<file path="config.mk">
export PLATFORM = sky130hd
export DESIGN_NAME = break_count_selector
export DESIGN_NICKNAME = d
export VERILOG_FILES = /design/src/rtl/break_count_selector.sv
export SDC_FILE = /design/constraint.sdc
export NUM_CORES = 1
export LEC_CHECK = 0
export CAP_MARGIN = 30
export CORE_MARGIN = 4
export CORE_UTILIZATION = 64
export DETAILED_ROUTE_END_ITERATION = 10
export DONT_BUFFER_PORTS = 1
export PLACE_DENSITY = 0.9
export SYNTH_ARGS = -nofsm -noshare
export SYNTH_HDL_FRONTEND = slang
export SYNTH_SLANG_ARGS = --single-unit
</file>
<file path="constraint.sdc">
create_clock -name clk_i -period 8.7 [get_ports clk_i]
set_input_delay 0.435 -clock clk_i [delete_from_list [all_inputs] [get_ports clk_i]]
set_output_delay 0.435 -clock clk_i [all_outputs]
set_load 0.05 [all_outputs]
</file>
<file path="src/rtl/break_count_selector.sv">
// rtl/break_count_selector.sv - per-candidate break-count accumulator and minimum-break selector
// Counts masked break flags across beats for NSAT candidates, then reports the lowest-count candidate.
module break_count_selector #(
    parameter int CLUSTER_SIZE = 20,
    parameter int NSAT         = 3,
    parameter int COUNT_W      = 8
) (
    input  logic                     clk_i,
    input  logic                     reset_i,
    input  logic [CLUSTER_SIZE-1:0]  break_i,
    input  logic [CLUSTER_SIZE-1:0]  break_mask_i,
    input  logic                     beat_valid_i,
    input  logic                     beat_last_i,
    output logic                     beat_ready_o,
    output logic                     result_valid_o,
    input  logic                     result_ready_i,
    output logic [$clog2(NSAT)-1:0]  sel_cand_o,
    output logic [COUNT_W-1:0]       sel_break_o,
    output logic                     zero_break_o
);

    localparam int POP_W  = $clog2(CLUSTER_SIZE + 1);
    localparam int SUM_W  = ((COUNT_W > POP_W) ? COUNT_W : POP_W) + 1;
    localparam int CAND_W = $clog2(NSAT);
    localparam logic [COUNT_W-1:0] CNT_MAX   = '1;
    localparam logic [CAND_W-1:0]  LAST_CAND = CAND_W'(NSAT - 1);

    typedef enum logic [1:0] {
        IDLE  = 2'd0,
        ACCUM = 2'd1,
        DONE  = 2'd2
    } state_t;

    state_t              state;
    state_t              state_nxt;
    logic [COUNT_W-1:0]  acc;
    logic [COUNT_W-1:0]  acc_final;
    logic [COUNT_W-1:0]  best_cnt;
    logic [CAND_W-1:0]   cand_cnt;
    logic [CAND_W-1:0]   best_idx;
    logic [POP_W-1:0]    inc;
    logic [SUM_W-1:0]    sum;
    logic                beat_fire;
    logic                clause_start;

    always_comb begin
        inc = '0;
        for (int i = 0; i < CLUSTER_SIZE; i++) begin
            inc = inc + POP_W'(break_i[i] & break_mask_i[i]);
        end
    end

    // Sum is one bit wider than either operand so the overflow is visible before clamping.
    always_comb begin
        sum       = SUM_W'(acc) + SUM_W'(inc);
        acc_final = (sum > SUM_W'(CNT_MAX)) ? CNT_MAX : sum[COUNT_W-1:0];
    end

    assign beat_fire    = (state == ACCUM) && beat_valid_i;
    assign clause_start = (state == IDLE) || ((state == DONE) && result_ready_i);

    always_ff @(posedge clk_i or posedge reset_i) begin
        if (reset_i) begin
            state <= IDLE;
        end else begin
            state <= state_nxt;
        end
    end

    always_comb begin
        state_nxt = state;
        case (state)
            IDLE:    state_nxt = ACCUM;
            ACCUM: begin
                if (beat_fire && beat_last_i && (cand_cnt == LAST_CAND)) begin
                    state_nxt = DONE;
                end
            end
            DONE: begin
                if (result_ready_i) begin
                    state_nxt = ACCUM;
                end
            end
            default: state_nxt = IDLE;
        endcase
    end

    always_comb begin
        beat_ready_o   = 1'b0;
        result_valid_o = 1'b0;
        sel_cand_o     = '0;
        sel_break_o    = '0;
        zero_break_o   = 1'b0;
        case (state)
            ACCUM: beat_ready_o = 1'b1;
            DONE: begin
                result_valid_o = 1'b1;
                sel_cand_o     = best_idx;
                sel_break_o    = best_cnt;
                zero_break_o   = (best_cnt == '0);
            end
            default: ;
        endcase
    end

    // Candidate 0 always loads best; later ones replace it only on a strictly smaller count.
    always_ff @(posedge clk_i or posedge reset_i) begin
        if (reset_i) begin
            acc      <= '0;
            cand_cnt <= '0;
            best_cnt <= '0;
            best_idx <= '0;
        end else if (clause_start) begin
            acc      <= '0;
            cand_cnt <= '0;
            best_cnt <= CNT_MAX;
            best_idx <= '0;
        end else if (beat_fire) begin
            if (beat_last_i) begin
                acc      <= '0;
                cand_cnt <= cand_cnt + CAND_W'(1);
                if ((cand_cnt == '0) || (acc_final < best_cnt)) begin
                    best_cnt <= acc_final;
                    best_idx <= cand_cnt;
                end
            end else begin
                acc <= acc_final;
            end
        end
    end

endmodule
</file>
# --- Yosys cells after proc, flatten, opt, wreduce, memory -nomap -nowiden ---
# Cells that the tools add are included.
totals:
  ff_bits: 22
  inputBits: 45
  out_inout_bits: 13
  elab_cells: 91
op_classes:
  addsub: 21
  n_lt_le_gt_ge: 2
  n_eq_ne: 5
  mux: 23
  n_bitwise: 20
  n_reduce_logical: 15
op_table:
  columns: ["cell", "n"]
  rows:
  - ["adder 5 x 1 -> 5 bit", 15]
  - ["two-way mux 8 bit", 9]
  - ["bitwise AND 1 bit", 20]
  - ["two-way mux 2 bit", 10]
  - ["adder 8 x 5 -> 9 bit", 1]
  - ["greater-than comparator 9 x 8 -> 1 bit, second input constant", 1]
  - ["zero test 8 bit", 1]
  - ["< comparator 8 bit", 1]
  - ["one-hot mux 2 bit (3 select lines)", 1]
  - ["nonzero test 2 bit", 3]
  - ["adder 4 x 1 -> 5 bit", 1]
  - ["adder 3 x 1 -> 4 bit", 1]
  - ["equality test 2 bit, second input constant", 2]
  - ["logical AND 1 bit", 4]
  - ["zero test 2 bit", 2]
  - ["AND reduction 2 bit", 2]
  - ["adder 2 x 1 -> 3 bit", 1]
  - ["two-way mux 1 bit", 3]
  - ["AND reduction 3 bit", 1]
  - ["adder 1 x 1 -> 2 bit", 1]
  - ["adder 2 x 1 -> 2 bit, second input constant", 1]
  - ["equality test 2 x 1 -> 1 bit, second input constant", 1]
  - ["logical OR 1 bit", 2]
  - ["inequality test 2 x 1 -> 1 bit, second input constant", 1]
  - ["inequality test 2 bit, second input constant", 1]

# --- Logic depth before layout (Yosys ltp) ---
# Gate-level depths: netlist of run 1.
logic_depth:
  word_depth: 29
  ltp_mapped: 25
  depth_no_buf: 25

# --- Least setup slack after synthesis of run 1 ---
# Ideal clock, no wire load.
synth_timing:
  path_type: "input to register"
  start: "input break_i[0]"
  end: "register best_idx[1]"
  setup_ns: 0.121
  arrival_ns: 6.170
  t_required_ns: 8.579
  slack_ns: 2.409
  path_stages: 23
  n_path_buf: 0
  path_cell_list: "and2_1 -> fa_1 -> inv_1 -> fa_1 -> fa_1 -> fa_1 -> inv_1 -> fa_1 -> fa_1 -> inv_1 -> fa_1 -> nor2b_1 -> o21a_1 -> or3_2 -> a21oi_1 -> inv_1 -> ha_1 -> a211oi_1 -> nor2_1 -> or3_1 -> o31ai_4 -> inv_2 -> a22o_1"
synth_via:
  elab_chain_cells: 27
synth_rtl:
  columns: ["item", "line_no", "rtl"]
  rows:
  - ["start: declaration", "10", "input logic [CLUSTER_SIZE-1:0] break_i,"]
  - ["bitwise AND 1 bit (*)", "49", "inc = inc + POP_W'(break_i[i] & break_mask_i[i]);"]
  - ["adder 1 x 1 -> 2 bit (*)", "49", null]
  - ["adder 2 x 1 -> 3 bit (*)", "49", null]
  - ["adder 3 x 1 -> 4 bit (*)", "49", null]
  - ["adder 4 x 1 -> 5 bit (*)", "49", null]
  - ["adder 5 x 1 -> 5 bit (*) (15 in series)", "49", null]
  - ["adder 8 x 5 -> 9 bit (*)", "55", "sum = SUM_W'(acc) + SUM_W'(inc);"]
  - ["greater-than comparator 9 x 8 -> 1 bit", "56", "acc_final = (sum > SUM_W'(CNT_MAX)) ? CNT_MAX : sum[COUNT_W-1:0];"]
  - ["two-way mux 8 bit (*)", "56", null]
  - ["< comparator 8 bit (*)", "122", "if ((cand_cnt == '0) || (acc_final < best_cnt)) begin"]
  - ["logical OR 1 bit (*)", "122", null]
  - ["nonzero test 2 bit (no line) (*)", null, null]
  - ["AND reduction 3 bit (no line) (*)", null, null]
  - ["end signal: assignment", "124", "best_idx <= cand_cnt;"]
  - ["end: declaration", "40", "logic [CAND_W-1:0] best_idx;"]
# Mark *: on every way between the ends. The rest lies on a longest branch, timed or not.
# A chain may end at the register's enable or synchronous reset.

# --- Final worst setup path of run 1 ---
layout_timing:
  start: "register acc[0]"
  end: "register best_idx[0]"
layout_via:
  elab_chain_cells: 7
layout_rtl:
  columns: ["item", "line_no", "rtl"]
  rows:
  - ["start: declaration", "36", "logic [COUNT_W-1:0] acc;"]
  - ["start signal: assignment", "127", "acc <= acc_final;"]
  - ["adder 8 x 5 -> 9 bit (*)", "55", null]
  - ["greater-than comparator 9 x 8 -> 1 bit", "56", null]
  - ["two-way mux 8 bit (*)", "56", null]
  - ["< comparator 8 bit (*)", "122", null]
  - ["logical OR 1 bit (*)", "122", null]
  - ["nonzero test 2 bit (no line) (*)", null, null]
  - ["AND reduction 3 bit (no line) (*)", null, null]
# Marked as above.

==> impl_metrics.ini, run 1 <==
[run_status]
status = complete, no violations

[power]
p_sw_frac = 0.497
seqPwrFrac = 0.194
switching_power_uw = 418
vdd_drop_max_v = 0.000187
p_per_area_nw_per_um2 = 399
pwr-share-clk = 0.065
p_int_uw = 422
power_frac_comb = 0.741
leakage_uw = 0.00111

[cells_and_area]
finalNetCount = 307
syn_to_final_growth_pct = 4.93
n_fill_cell = 236
drive_above_1_share = 0.0489
antenna_cells = 0
postLayoutCellArea_um2 = 2110

[clock_tree]
tritoncts = yes
clk_pin_slew_ps = 120
numCtsBuffers = 3
cts.sinks = 22
root_buffer = clkbuf_4
post_cts_buffers = 0
cts_buffer_depth = 2
postCtsHoldBufs = 0
ctsResizeCount = 0
clk_latency_ps = 310
h-tree-depth = 1

[setup_path]
crit_required_ps = 8910
path_class = reg -> reg
startpoint_type = register
path_max_fanout = 8
crit_path_end_kind = register
arrival_ps = 6790

[yosys]
synth-async-reset-ratio = 1.00
synth_ff_type = dfrtp_1
yosysTopAreaCellShare = 0.274
synth_top_cell_by_area = dfrtp_1
avgSynthCellArea_um2 = 9.12
synth-warning-count = 0
seq_area_frac_synth = 0.274
synth_area_um2 = 2010
synth_nets = 301
synth_area_leaders = dfrtp_1 27%, fa_1 15%, ha_1 13%
synthCells = 220
synth.distinct_cells = 38
synth-seq-cells = 22
synth-edff-count = 0

[floorplanning]
ios = 58
coreArea_um2 = 3030
num_rows = 20
die_area_um2 = 4100
initial_utilization = 0.663
die_h_um = 64
dieWidth_um = 64

[timing]
setup_viol = 0
period_share = 0.757
worstMarginPinSlew_ps = 944
finClkSkew_ps = 7.11
fmax_ghz = 0.152
slew-limit-headroom = 0.368
drv_slew = 0
holdWs_ps = 157
timing.final.ws_setup_ps = 2120
hold_violations = 0
rsz0062_at_grt = false
fin_crit_ps = 6580
fin_tns_setup_ps = 0

[global_routing]
grt_usage = 0.199
grt_max_degree = 23
grt_pass1_wl_um = 6410
grt_pass1_vias = 1450
grt-ovfl-total = 0
antenna_found_initial = 0

[route]
vias = 1557
wl_um = 3880
ant_nets = 0
dr.first_iter.drc_count = 75
viasPerCell = 5.79
drtPass1Iterations = 4
wire_per_inst_um = 14.4
drc = 0

[place]
dp_hpwl_um = 3380
port_buffers = 0
gp_congestion = 0.896
detailedPlace.worstSlack_ps = 1940
dpl_cell_area_um2 = 2070

[job]
max_cap_violations = 0

[min_path]
hp-class = in -> async
metal layers:
layer	vias up	part of all wire	track usage	wire length, µm
li1	759	-	-	-
met1	757	0.44	0.275	1710
met2	37	0.50	0.323	1920
met3	4	0.056	0.0492	217
met4	0	0.0057	0.0350	22
met5	-	0	0	0
synth_stat cells (2+ instances only):
| cell | n |
|---|---|
| fa_1 | 15 |
| a22o_1 | 5 |
| nor2b_1 | 2 |
| nor2_1 | 18 |
| a22oi_1 | 6 |
| ha_1 | 21 |
| nand3b_1 | 2 |
| nor3_1 | 2 |
| a2bb2oi_1 | 2 |
| nor4_1 | 2 |
| o21a_1 | 3 |
| dfrtp_1 | 22 |
| nand3_1 | 3 |
| a21oi_1 | 7 |
| nand2_1 | 19 |
| inv_1 | 35 |
| and3_1 | 2 |
| a21o_1 | 2 |
| o21ai_0 | 15 |
| xnor2_1 | 2 |
| and2_1 | 16 |
| a211oi_1 | 3 |
area by class of cell:
class | count | area [µm²] | share of cell area
Tap cell | 44 | 55.1 | 0.0261
Multi-Input combinational cell | 161 | 1320 | 0.626
Timing Repair Buffer | 1 | 7.51 | 0.00357
Inverter | 37 | 139 | 0.0660
Sequential cell | 22 | 551 | 0.261
Clock buffer | 4 | 36.3 | 0.0172
cells in the final DEF (no fill, tap or decap), types with 2 or more instances in the layout:
cell | Yosys | routed
inv_1 | 35 | 35
dfrtp_1 | 22 | 22
ha_1 | 21 | 21
nand2_1 | 19 | 19
nor2_1 | 18 | 18
and2_1 | 16 | 16
o21ai_0 | 15 | 15
fa_1 | 15 | 15
a21oi_1 | 7 | 7
a22oi_1 | 6 | 6
a22o_1 | 5 | 5
nand3_1 | 3 | 3
a211oi_1 | 3 | 3
o21a_1 | 3 | 3
clkbuf_4 | 0 | 3
nor2b_1 | 2 | 2
a21o_1 | 2 | 2
and3_1 | 2 | 2
nor3_1 | 2 | 2
a2bb2oi_1 | 2 | 2
nand3b_1 | 2 | 2
xnor2_1 | 2 | 2
nor4_1 | 2 | 2
cell families (layout without fill, tap and decap cells):
family | after synthesis | count (layout) | synth area share
XOR/XNOR | 2 | 2 | 0.00873
adder cells (fa/ha/maj) | 36 | 36 | 0.281
multiplexers | 1 | 1 | 0.00561
AO/OA/AOI/OAI | 51 | 51 | 0.186
flip-flops | 22 | 22 | 0.274
buffers and inverters | 37 | 42 | 0.0692
AND/OR/NAND/NOR | 71 | 71 | 0.175
path summary, 6_finish.rpt:
kind / slack, ps / cells after the start / from / to
setup / recovery: 2120 / 22 / acc[0] / best_idx[0]
hold / removal: 160 / 1 / reset_i / cand_cnt[0]
setup reg to reg: 2120 / 22 / acc[0] / best_idx[0]
hold reg to reg: 510 / 2 / acc[5] / acc[5]
max in group asynchronous: 8040 / 1 / reset_i / acc[4]
min in group clk_i: 240 / 1 / result_ready_i / state[1]
critical path, stage by stage, from the launching register on:
cell	delay, ps
dfrtp_1	420
fa_1	540
inv_1	50
fa_1	510
fa_1	530
fa_1	550
inv_1	50
fa_1	500
fa_1	470
inv_1	90
fa_1	200
nor2b_1	70
o2111ai_1	290
a21oi_1	220
a21oi_1	360
inv_1	90
ha_1	310
nand4_1	130
a311o_1	350
a21oi_2	180
nor2_1	90
o21a_1	270
a22o_1	220
registers in the layout (all words and copies together), names as in the netlist:
name and count:
state 2, best_cnt 8, cand_cnt 2, acc 8, best_idx 2
metrics by stage:
| step | power, µW | instances | util |
|---|---|---|---|
| finish | 840 | 269 | 0.695 |
| global route | 933 | 269 | 0.695 |
| CTS | 845 | 269 | 0.695 |
| detailed placement | 786 | 265 | 0.683 |
| global placement | 753 | 265 | 0.683 |
| floorplan | 642 | 220 | - |
power groups by stage:
stage	combinational (µW)	sequential, µW	clock, µW
6_report	622	163	55.0
5_1_grt	703	169	61.3
4_1_cts	626	163	56.2
3_5_place_dp	621	165	0
3_3_place_gp	590	164	0
2_1_floorplan	484	158	0
(Power assumes the default switching activity.)
==> inputs of run 2 (changes only) <==
clock period = 6.1 ns   (was 8.7 ns; I/O delays follow)
==> run 2 against run 1 <==
Against the previous run: the run now ends with negative setup slack left; clock-buffer cell count stayed put; sequential power is 44% higher; final cell count is 6.7% higher; die area stayed put; flip-flop and latch count stayed put; highest routed layer unchanged; global-route usage is 2.4 points higher; non-clock buffer count is 17 higher; register-to-register slack worse by 2200 ps; via count is 12% higher.
==> impl_metrics.ini, run 2 (synthesis gave the netlist of run 1 again) <==
[timing]
hold_violations = 0
period_share = 1.02
fin_crit_ps = 6230
finClkSkew_ps = 3.99
slew-limit-headroom = 0.368
timing.final.ws_setup_ps = -126
rsz0062_at_grt = true
worstMarginPinSlew_ps = 945
drv_slew = 0
fmax_ghz = 0.161
setup_viol = 7

[power]
leakage_uw = 0.00119
p_total_uw = 1630
vdd_drop_max_v = 0.000345
p_per_area_nw_per_um2 = 677

[global_routing]
antenna_found_initial = 0
grt-ovfl-total = 0
grt_usage = 0.224
grt_pass1_wl_um = 7110
grt_pass1_vias = 1565
grt_max_degree = 23

[cells_and_area]
top_regs = acc x8, best_cnt x8
finalNetCount = 325
syn_to_final_growth_pct = 20.1
drive_above_1_share = 0.247
antenna_cells = 0
utilization = 0.796
final_cell_mix = 32 x inv_1, 22 x dfrtp_1, 18 x nand2_1, 18 x ha_1, 18 x buf_4
mostFrequentLayoutCell = inv_1

[setup_path]
path_max_fanout = 5
rr_startpoint = acc[0]
crit_path_end_kind = register
startpoint_type = register
crit_start = acc[0]
crit_required_ps = 6330
path_class = reg -> reg
arrival_ps = 6450

[clock_tree]
cts.sinks = 22
numCtsBuffers = 3
clk_pin_slew_ps = 110
tritoncts = yes
clk_latency_ps = 310
cts_buffer_depth = 2
root_buffer = clkbuf_4
h-tree-depth = 1

[route]
dr.first_iter.drc_count = 91
drc = 0
wl_um = 5250
drtPass1Iterations = 4
viasPerCell = 6.05
vias = 1737
wire_per_inst_um = 18.3
ant_nets = 0

[min_path]
hp-class = in -> async

[place]
port_buffers = 0
detailedPlace.worstSlack_ps = -244
dp_hpwl_um = 3490
gp_congestion = 0.924

[floorplanning]
num_rows = 20
die_h_um = 64
coreArea_um2 = 3030
initial_utilization = 0.663
dieWidth_um = 64
die_area_um2 = 4100
ios = 58

[run_status]
violations = negative setup slack
status = finished with violations

[job]
max_cap_violations = 0
-- run 2: area by class of cell --
cell class / instances / area [µm²]
repair inverters: 1 / 7.51
inverters: 37 / 139
flip-flops and latches: 22 / 551
fillers: 175 / 618
multi-input cells: 161 / 1490
repair buffers: 18 / 135
well taps: 44 / 55.1
clock buffers: 4 / 36.3
-- run 2: final timing paths --
check                      slack, ps  depth (start not counted)     endpoint
setup / recovery                -130                         23  best_cnt[6]
max in group asynchronous       5570                          1       acc[6]
hold / removal                    30                          1  best_cnt[3]
hold reg to reg                  510                          2       acc[2]
min in group clk_i               120                          1     state[1]
setup reg to reg                -130                         23  best_cnt[6]
-- run 2: repair_timing --
action                                  in CTS  in global routing
cloned                                       1                  0
endpoints found under the hold margin        0                  0
buffers inserted                             3                  2
endpoints found under the setup margin      10                 10
hold buffers                                 0                  0
resized for setup                           16                 23
pin swaps                                   17                 23
-- run 2: report_power, final --
group          leakage (µW)  switching (µW)  internal [µW]  total [µW]
combinational      0.000900             732            587        1320
clock             0.0000210            42.4           36.5        78.8
sequential         0.000270            35.6            199         235
-- run 2: per-stage QoR --
stage / instances / hold slack, ps / TNS (ps) / instance area (µm²)
2_1_floorplan: 220 / 294 / 0 / 2020
3_3_place_gp: 277 / 386 / -562 / 2170
3_5_place_dp: 277 / 388 / -1930 / 2170
4_1_cts: 285 / 44.5 / 0 / 2290
5_1_grt: 287 / 69.3 / -2160 / 2410
6_report: 287 / 30.0 / -602 / 2410
-- run 2: critical path, cell delays in order (launching register included) --
cell and delay (ps):
dfrtp_1 410, fa_1 490, inv_1 50, fa_1 450, fa_1 490, fa_1 510
inv_2 40, fa_1 530, fa_2 240, inv_2 50, fa_2 420, nor2b_4 170
o2111ai_4 180, nand2_2 150, nand3b_1 120, o21ai_2 100, inv_1 90, ha_4 170
a211oi_2 270, nor2_1 80, or3_4 360, o31ai_4 310, clkinvlp_4 230, a22oi_1 220
-- run 2: metal layers --
metal / GRT usage / routed length (µm) / part of all wire
met2: 0.370 / 2660 / 0.51
met3: 0.0404 / 386 / 0.074
met4: 0.0404 / 68 / 0.013
met5: 0 / 0 / 0
met1: 0.310 / 2130 / 0.41
==> inputs of run 3 (changes only) <==
REMOVE_ABC_BUFFERS = 1   (was unset)
==> run 3 against run 2 <==
Against the previous run: the flow still finishes with violations (negative setup slack); non-clock buffer count fell by 1; clock power down 20%; register-to-register slack worse by 60 ps; sequential power about the same; global-route usage grew 1.7 points; core utilization is 0.12 points higher; design area increased by 0.16%; routed wire length grew 8.8%; die area did not move; flip-flop and latch count unchanged; critical endpoint is now best_cnt[0]; largest cell class unchanged; highest routed layer unchanged.
==> impl_metrics.ini, run 3 (synthesis gave the netlist of run 1 again) <==
[run_status]
violations = negative setup slack
status = finished with violations

[setup_path]
reg2regPathDepth = 22
r2r_end = best_cnt[0]
rr_startpoint = acc[0]
arrival_ps = 6520
r2r_slack_ps = -190
crit_path_end_kind = register
path_max_fanout = 5
crit_required_ps = 6330
startpoint_type = register
path_class = reg -> reg

[floorplanning]
die_h_um = 64
ios = 58
num_rows = 20
initial_utilization = 0.663
die_area_um2 = 4100
dieWidth_um = 64
coreArea_um2 = 3030

[route]
drtPass1Iterations = 6
wl_um = 5710
drc = 0
wire_per_inst_um = 20.0
ant_nets = 0
vias = 1791
dr.first_iter.drc_count = 182
viasPerCell = 6.26

[power]
switching_power_uw = 842
leakage_uw = 0.00118
pwr-share-clk = 0.037
p_int_uw = 857
p_per_area_nw_per_um2 = 704
p_sw_frac = 0.496
seqPwrFrac = 0.137
power_frac_comb = 0.826
vdd_drop_max_v = 0.000352

[cells_and_area]
top_regs = acc x8, best_cnt x8
mostFrequentLayoutCell = inv_1
drive_above_1_share = 0.253
final_cell_mix = 31 x inv_1, 22 x dfrtp_1, 19 x ha_1
n_fill_cell = 170
finalNetCount = 324
syn_to_final_growth_pct = 20.3
multi_input_area_um2 = 1500
postLayoutCellArea_um2 = 2410
seqCellArea_um2 = 551

[place]
dp_hpwl_um = 3530
dpl_cell_area_um2 = 2170
port_buffers = 0
gp_congestion = 0.859

[timing]
fmax_ghz = 0.159
timing.final.ws_setup_ps = -191
slew-limit-headroom = 0.355
fin_tns_setup_ps = -1210
hold_violations = 0
period_share = 1.03
rsz0062_at_grt = true
finClkSkew_ps = 2.50
fin_crit_ps = 6290
worstMarginPinSlew_ps = 963
setup_viol = 10
drv_slew = 0

[clock_tree]
cts_buffer_depth = 2
clk_pin_slew_ps = 110
numCtsBuffers = 3
cts.sinks = 22
tritoncts = yes
clk_latency_ps = 300
h-tree-depth = 1
postCtsHoldBufs = 0
root_buffer = clkbuf_4

[global_routing]
grt_pass1_wl_um = 7630
antenna_found_initial = 0
grt_pass1_vias = 1668
grt_usage = 0.241
grt_max_degree = 23
grt-ovfl-total = 0

[job]
max_cap_violations = 0

[min_path]
hp-class = in -> async
-- run 3: layer usage --
metal  routed length, µm  part of all wire  global-route usage
met4                 254             0.044              0.0997
met5                   0                 0                   0
met3                 466             0.082              0.0527
met1                2120              0.37               0.315
met2                2870              0.50               0.386
-- run 3: layout make-up --
cell class              count  share of cell area
well taps                  44              0.0228
repair buffers             17              0.0560
inverters                  37              0.0575
diodes                      1             0.00104
multi-input cells         161               0.622
clock buffers               3             0.00933
repair inverters            1             0.00311
flip-flops and latches     22               0.228
-- run 3: through the flow --
stage	std cells	total power (µW)	utilization	hold slack (ps)	setup slack [ps]
2_1_floorplan	220	916	-	294	-61.2
4_1_cts	285	1380	0.748	41.1	44.4
6_report	286	1700	0.797	24.6	-191
3_3_place_gp	279	1200	0.718	374	-191
3_5_place_dp	279	1260	0.718	378	-314
5_1_grt	285	1790	0.796	80.8	-367
-- run 3: how the worst max path moves through the flow --
stage / slack, ps / depth (start not counted) / to / start
floorplan: -60 / 23 / best_idx[1] / break_i[0]
global placement: -190 / 23 / best_idx[1] / break_i[0]
detailed placement: -310 / 23 / best_idx[0] / break_i[0]
CTS: 40 / 22 / best_cnt[2] / acc[0]
global route: -370 / 22 / best_cnt[2] / acc[0]
finish: -190 / 22 / best_cnt[0] / acc[0]
-- run 3: power groups by stage --
stage	Combinational, µW	Sequential (µW)	Clock (µW)
after global placement	972	233	0
after global routing	1480	241	67.8
after detailed placement	1020	235	0
after floorplan	690	226	0
after CTS	1080	232	62.6
final	1400	233	63.2
-- run 3: critical path, cell delays in order (launching register included) --
cell        delay (ps)
dfrtp_1            410
fa_1               500
inv_2               40
fa_1               520
fa_1               440
fa_1               510
inv_2               40
fa_1               480
fa_2               390
buf_4              170
a211oi_2           200
nor2_2             110
o21ai_1            220
nand2_1            120
a21oi_2            250
inv_2               70
ha_4               230
a211oi_2           280
nor2_1             110
or3_4              360
o31ai_4            300
clkinvlp_4         230
a22oi_2            220
-- run 3: what timing repair did --
item	CTS	global route
pin swaps	13	20
endpoints found under the hold margin	0	0
endpoints found under the setup margin	10	10
setup buffers	2	0
resized for setup	14	33
gates cloned	1	0
